File: config.mk
export PLATFORM = sky130hd
export DESIGN_NAME = regfile_write_sched
export DESIGN_NICKNAME = d
export VERILOG_FILES = /design/src/rtl/regfile_sched_pkg.sv /design/src/rtl/rr_arbiter2.sv /design/src/rtl/regfile_write_sched.sv
export SDC_FILE = /design/constraint.sdc
export NUM_CORES = 1
export LEC_CHECK = 0
export CAP_MARGIN = 20
export CORE_MARGIN = 1
export CORE_UTILIZATION = 44
export DETAILED_ROUTE_END_ITERATION = 6
export PLACE_DENSITY_LB_ADDON = 0.15
export SETUP_SLACK_MARGIN = 0.05
export SYNTH_ARGS = -nofsm -noshare
export SYNTH_HDL_FRONTEND = slang
export SYNTH_SLANG_ARGS = --single-unit
File: constraint.sdc
create_clock -name clk -period 5.2 [get_ports clk]
set_clock_uncertainty 0.2 [all_clocks]
set_input_delay 1.3 -clock clk [delete_from_list [all_inputs] [get_ports clk]]
set_output_delay 1.3 -clock clk [all_outputs]
set_load 0.1 [all_outputs]
File: src/rtl/regfile_sched_pkg.sv
// Shared types and default sizing for the register-file write-port scheduler.
package regfile_sched_pkg;

    localparam int DATA_W_DEF = 32;
    localparam int ADDR_W_DEF = 5;
    localparam int NREGS_DEF  = 32;

    typedef enum logic {CLEAR = 1'b0, RUN = 1'b1} sched_state_e;
    typedef enum logic {REQ_A = 1'b0, REQ_B = 1'b1} req_id_e;

endpackage

File: src/rtl/rr_arbiter2.sv
// Two-way round-robin arbiter with combinational one-hot grant.
// On contention the requester not granted last wins; history moves only on a grant.
module rr_arbiter2
    import regfile_sched_pkg::*;
(
    input  logic       clk,
    input  logic       rst_n,
    input  logic       en_i,
    input  logic [1:0] req_i,   // [0] = A, [1] = B
    output logic [1:0] gnt_o
);

    req_id_e rr_last_q, rr_last_d;

    always_comb begin
        gnt_o     = 2'b00;
        rr_last_d = rr_last_q;
        if (en_i) begin
            case (req_i)
                2'b01:   gnt_o = 2'b01;
                2'b10:   gnt_o = 2'b10;
                2'b11:   gnt_o = (rr_last_q == REQ_A) ? 2'b10 : 2'b01;
                default: gnt_o = 2'b00;
            endcase
            if (gnt_o[0]) begin
                rr_last_d = REQ_A;
            end else if (gnt_o[1]) begin
                rr_last_d = REQ_B;
            end
        end
    end

    always_ff @(posedge clk or negedge rst_n) begin
        if (!rst_n) begin
            rr_last_q <= REQ_A;
        end else begin
            rr_last_q <= rr_last_d;
        end
    end

endmodule

File: src/rtl/regfile_write_sched.sv
// Write-port scheduler for the register file: zeroing sweep, then A/B writeback arbitration.
// Optional REGSCHED_STATS_EN adds a saturating conflict_cnt of contended RUN cycles.
module regfile_write_sched
    import regfile_sched_pkg::*;
#(
    parameter int DATA_W = DATA_W_DEF,
    parameter int ADDR_W = ADDR_W_DEF,
    parameter int NREGS  = NREGS_DEF
) (
    input  logic              clk,
    input  logic              rst_n,
    input  logic              a_valid,
    output logic              a_ready,
    input  logic [ADDR_W-1:0] a_addr,
    input  logic [DATA_W-1:0] a_data,
    input  logic              b_valid,
    output logic              b_ready,
    input  logic [ADDR_W-1:0] b_addr,
    input  logic [DATA_W-1:0] b_data,
    input  logic              clear_start,
    output logic              busy,
`ifdef REGSCHED_STATS_EN
    output logic [15:0]       conflict_cnt,
`endif
    output logic              regWrite,
    output logic [ADDR_W-1:0] escrita,
    output logic [DATA_W-1:0] dataWrite
);

    // Pointer reaches NREGS: that last CLEAR cycle lets the final zero write
    // drain while busy is still high, so no request is granted mid-sweep.
    localparam int PTR_W = $clog2(NREGS + 1);

    sched_state_e      state_q, state_d;
    logic [PTR_W-1:0]  ptr_q, ptr_d;
    logic              we_q, we_d;
    logic [ADDR_W-1:0] waddr_q, waddr_d;
    logic [DATA_W-1:0] wdata_q, wdata_d;
    logic [1:0]        gnt;
    logic              arb_en;

    assign arb_en = (state_q == RUN) && !clear_start;

    rr_arbiter2 u_arb (
        .clk   (clk),
        .rst_n (rst_n),
        .en_i  (arb_en),
        .req_i ({b_valid, a_valid}),
        .gnt_o (gnt)
    );

    assign a_ready   = gnt[0];
    assign b_ready   = gnt[1];
    assign busy      = (state_q == CLEAR);
    assign regWrite  = we_q;
    assign escrita   = waddr_q;
    assign dataWrite = wdata_q;

    always_comb begin
        state_d = state_q;
        ptr_d   = ptr_q;
        we_d    = 1'b0;
        waddr_d = waddr_q;
        wdata_d = wdata_q;
        if (state_q == CLEAR) begin
            if (ptr_q < PTR_W'(NREGS)) begin
                we_d    = 1'b1;
                waddr_d = ADDR_W'(ptr_q);
                wdata_d = '0;
                ptr_d   = ptr_q + PTR_W'(1);
            end else begin
                state_d = RUN;
            end
        end else if (clear_start) begin
            state_d = CLEAR;
            ptr_d   = '0;
        end else if (gnt[0]) begin
            // $zero is accepted but never written
            if (a_addr != '0) begin
                we_d    = 1'b1;
                waddr_d = a_addr;
                wdata_d = a_data;
            end
        end else if (gnt[1]) begin
            if (b_addr != '0) begin
                we_d    = 1'b1;
                waddr_d = b_addr;
                wdata_d = b_data;
            end
        end
    end

    always_ff @(posedge clk or negedge rst_n) begin
        if (!rst_n) begin
            state_q <= CLEAR;
            ptr_q   <= '0;
            we_q    <= 1'b0;
            waddr_q <= '0;
            wdata_q <= '0;
        end else begin
            state_q <= state_d;
            ptr_q   <= ptr_d;
            we_q    <= we_d;
            waddr_q <= waddr_d;
            wdata_q <= wdata_d;
        end
    end

`ifdef REGSCHED_STATS_EN
    logic [15:0] conflict_q;

    always_ff @(posedge clk or negedge rst_n) begin
        if (!rst_n) begin
            conflict_q <= '0;
        end else if ((state_q == RUN) && a_valid && b_valid && (conflict_q != 16'hFFFF)) begin
            conflict_q <= conflict_q + 16'd1;
        end
    end

    assign conflict_cnt = conflict_q;
`endif

endmodule

==> summary.txt <==
Detailed routing
  – Avg WL per Cell: around 16 um
  – Routed vias/inst: 5.66
  – Vias post-DR: 2502
  – DRC Markers: 0
  – Post-Route WL: 6980 um
  – Drt initial violations: 105
  – Routed Antenna Nets: 0
  – Drt pass-1 iters: 4

Worst setup path
  – CP endpoint kind: primary output
  – CP Class: input port to primary output
  – Critical Path Source Type: input port
  – CP arrival: 2.71 ns
  – CP Max Fanout: 18
  – WP data required: 3.70 ns

Power
  – Sw Ratio: between 50% and 60%
  – Leak pwr: 1.51 nW
  – Clock group share of total power: 13.6%
  – Internal cell power: 0.000931 W
  – Total power: between 0.0015 and 0.002 W
  – Sequential Power Share: 28.4%
  – Peak supply drop: 0.297 mV
  – Pwr/cell area: roughly 530 nW/um2
  – Comb power frac: about 58%
  – Switch Pwr: 0.00103 W

Logic synthesis
  – Post-Synth Simple-Gate Area: a little under a fifth
  – Top cells by area, synth: dfrtp_1 (48%), a31oi_1 (18%), nand3_1 (6.8%), nand2_1 (6.7%), clkbuf_1 (2.6%)
  – Top FF cell, synth: dfrtp_1
  – Post-synth ARST share: 100%
  – Yosys cell types: 31
  – Post-Synthesis Net Count: 347
  – Complex-gate fraction of the synthesized area: 21.7%
  – Post-Synth XOR/XNOR Area: 0%
  – Post-synthesis register bit count: 46
  – Largest family of logic cells by synthesized area: compound AO/OA/AOI/OAI gates
  – Share of the synthesized area in the top cell type: a little under half
  – Mean Syn Cell Area: around 9.0 um2
  – Area leader, netlist: dfrtp_1
  – Post-synth EDFFs: 0
  – Synthesized cell area: 2410 um2
  – Count leader, synth: a31oi_1
  – Commonest cells post-synth: a31oi_1 (70), dfrtp_1 (46), nand2_1 (43)
  – Adder-cell share of the synthesized area: less than 1%
  – Post-synthesis mux area share: 3.84%
  – Cell count after synthesis: 267
  – Sequential fraction of the synthesis area: 47.7%
  – YS warnings: 0

CTS
  – H-tree Lvls: 2
  – Num CTS Buffers: 5
  – Longest Clk Path Bufs: 2
  – Post-CTS Resized: 0
  – Root buf cell: clkbuf_8
  – Clk_lat worst skew: 0.30 ns
  – # hold bufs at CTS: 0
  – CTS tree: done
  – Setup repair bufs after CTS: 0
  – Clk sinks: 46
  – Clk slew on worst S/H paths: 0.09 ns

Final layout
  – Final #Nets: 451
  – N_diodes: 0
  – Layout cells sized above 1: 8.06%
  – Synth-to-Final Area Change: 53.6%

Timing
  – Max_slew headroom: approximately a third
  – Final Hold Fails: 0
  – FMAX: 238 MHz
  – Crit path time final: 4.21 ns
  – RSZ-0062 raised after global routing: false
  – Max-slew violations: 0
  – Tcrit/Tclk final: around four fifths
  – Setup violations, final: 0
  – Setup TNS: 0 ns
  – Worst Tran Pin Value: between 1 and 1.5 ns

GRT
  – First-pass GRT wire length: roughly 11000 um
  – Vias in the first global route: 2421
  – Largest net degree at the start of global routing: 54
  – Total grt overflow: 0
  – Initial antenna violation count: 0
  – Total GRT Usage: 24.6%

Placement
  – HPWL Detailed: 4630 um
  – RD Place Congestion: 0.771
  – PortBufs: 119

Floorplan
  – Ports: 120
  – Site Rows: 26
  – Die H: 76.1 um
  – Core ar.: between 5000 and 6000 um2
  – Die Area: 5790 um2
  – Initial Utilization: 46.4%
  – Die width: 76.1 um

Outcome
  – Outcome: completed

Hold path
  – HP Class: flop to flop

Run
  – Max Cap Violations: 0
power by group through the flow:
| stage | clock, W | sequential, W | combinational [W] |
|---|---|---|---|
| after global placement | 0 | 0.000557 | 0.00113 |
| after global routing | 0.000280 | 0.000572 | 0.00119 |
| after CTS | 0.000270 | 0.000556 | 0.00114 |
| after detailed placement | 0 | 0.000562 | 0.00114 |
| final | 0.000266 | 0.000558 | 0.00114 |
| after floorplan | 0 | 0.00115 | 0.000254 |
logic make-up after synthesis:
logic type      Yosys count
mux                       7
flops                    46
fa+ha+maj                 1
compound gates           84
simple gates             97
buf+inv                  32
routing by layer:
layer  up-vias  global-route usage [%]  share of wire, %
met5         -                       0                 0
met4         0                    6.54               1.3
met3        10                    8.26                11
met2       126                    41.2                48
met1      1172                    30.4                40
li1       1194                       -                 -
registers in the layout, summed over array words and instances, names as in the netlist:
name and cells:
ptr_q 6, dataWrite 32, regWrite 1, u_arb.rr_last_q 1, state_q 1, escrita 5
layout make-up:
type,count,area [um2]
Inverter,4,15.0
Tap cell,70,87.6
Timing Repair Buffer,125,1250
Multi-Input combinational cell,189,1090
Sequential cell,46,1150
Clock buffer,5,68.8
Fill cell,430,1500
Clock inverter,3,40.0
through the flow:
stage	worst slack [ns]	util [%]	cell area, um2	cells	hold WS [ns]
finish	0.995	71.2	3710	442	0.321
global placement	1.02	68.8	3580	433	0.294
global route	0.884	71.2	3710	442	0.342
detailed placement	1.01	68.8	3580	433	0.294
floorplan	0.585	-	2410	267	0.272
CTS	0.990	70.8	3690	441	0.317
worst max-delay path, cell delays in order:
cell	delay, ns
clkdlybuf4s50_1	0.41
and2b_1	0.36
nand3_4	0.11
inv_2	0.30
buf_12	0.23
cells in the final DEF, fill, tap and decap left out, drive strengths merged:
| cell type | count |
|---|---|
| and2b | 1 |
| a22o | 1 |
| o31ai | 1 |
| dfrtp | 46 |
| and2 | 1 |
| clkinv | 2 |
| mux2i | 1 |
| buf | 9 |
| ha | 1 |
| o21ai | 6 |
| inv | 4 |
| clkbuf | 5 |
| and3 | 1 |
| nand2b | 3 |
| nor3 | 4 |
| nand3 | 36 |
| mux2 | 6 |
| a32o | 1 |
| nor2b | 1 |
| a21oi | 4 |
| nand2 | 43 |
| a31oi | 70 |
| clkdlybuf4s50 | 116 |
| nand4 | 1 |
| nor2 | 6 |
| o22ai | 1 |
| bufinv | 1 |
final timing paths:
| path | slack (ns) | endpoint | depth (start not counted) | start |
|---|---|---|---|---|
| min | 0.32 | escrita[2] | 1 | escrita[2] |
| min reg2reg | 0.32 | escrita[2] | 1 | escrita[2] |
| min in group asynchronous | 0.74 | ptr_q[2] | 1 | rst_n |
| max in group asynchronous | 3.56 | dataWrite[5] | 2 | rst_n |
| max | 0.99 | a_ready | 5 | clear_start |
| max reg2reg | 1.75 | escrita[4] | 7 | state_q |
Power figures use the tool's default switching activity.
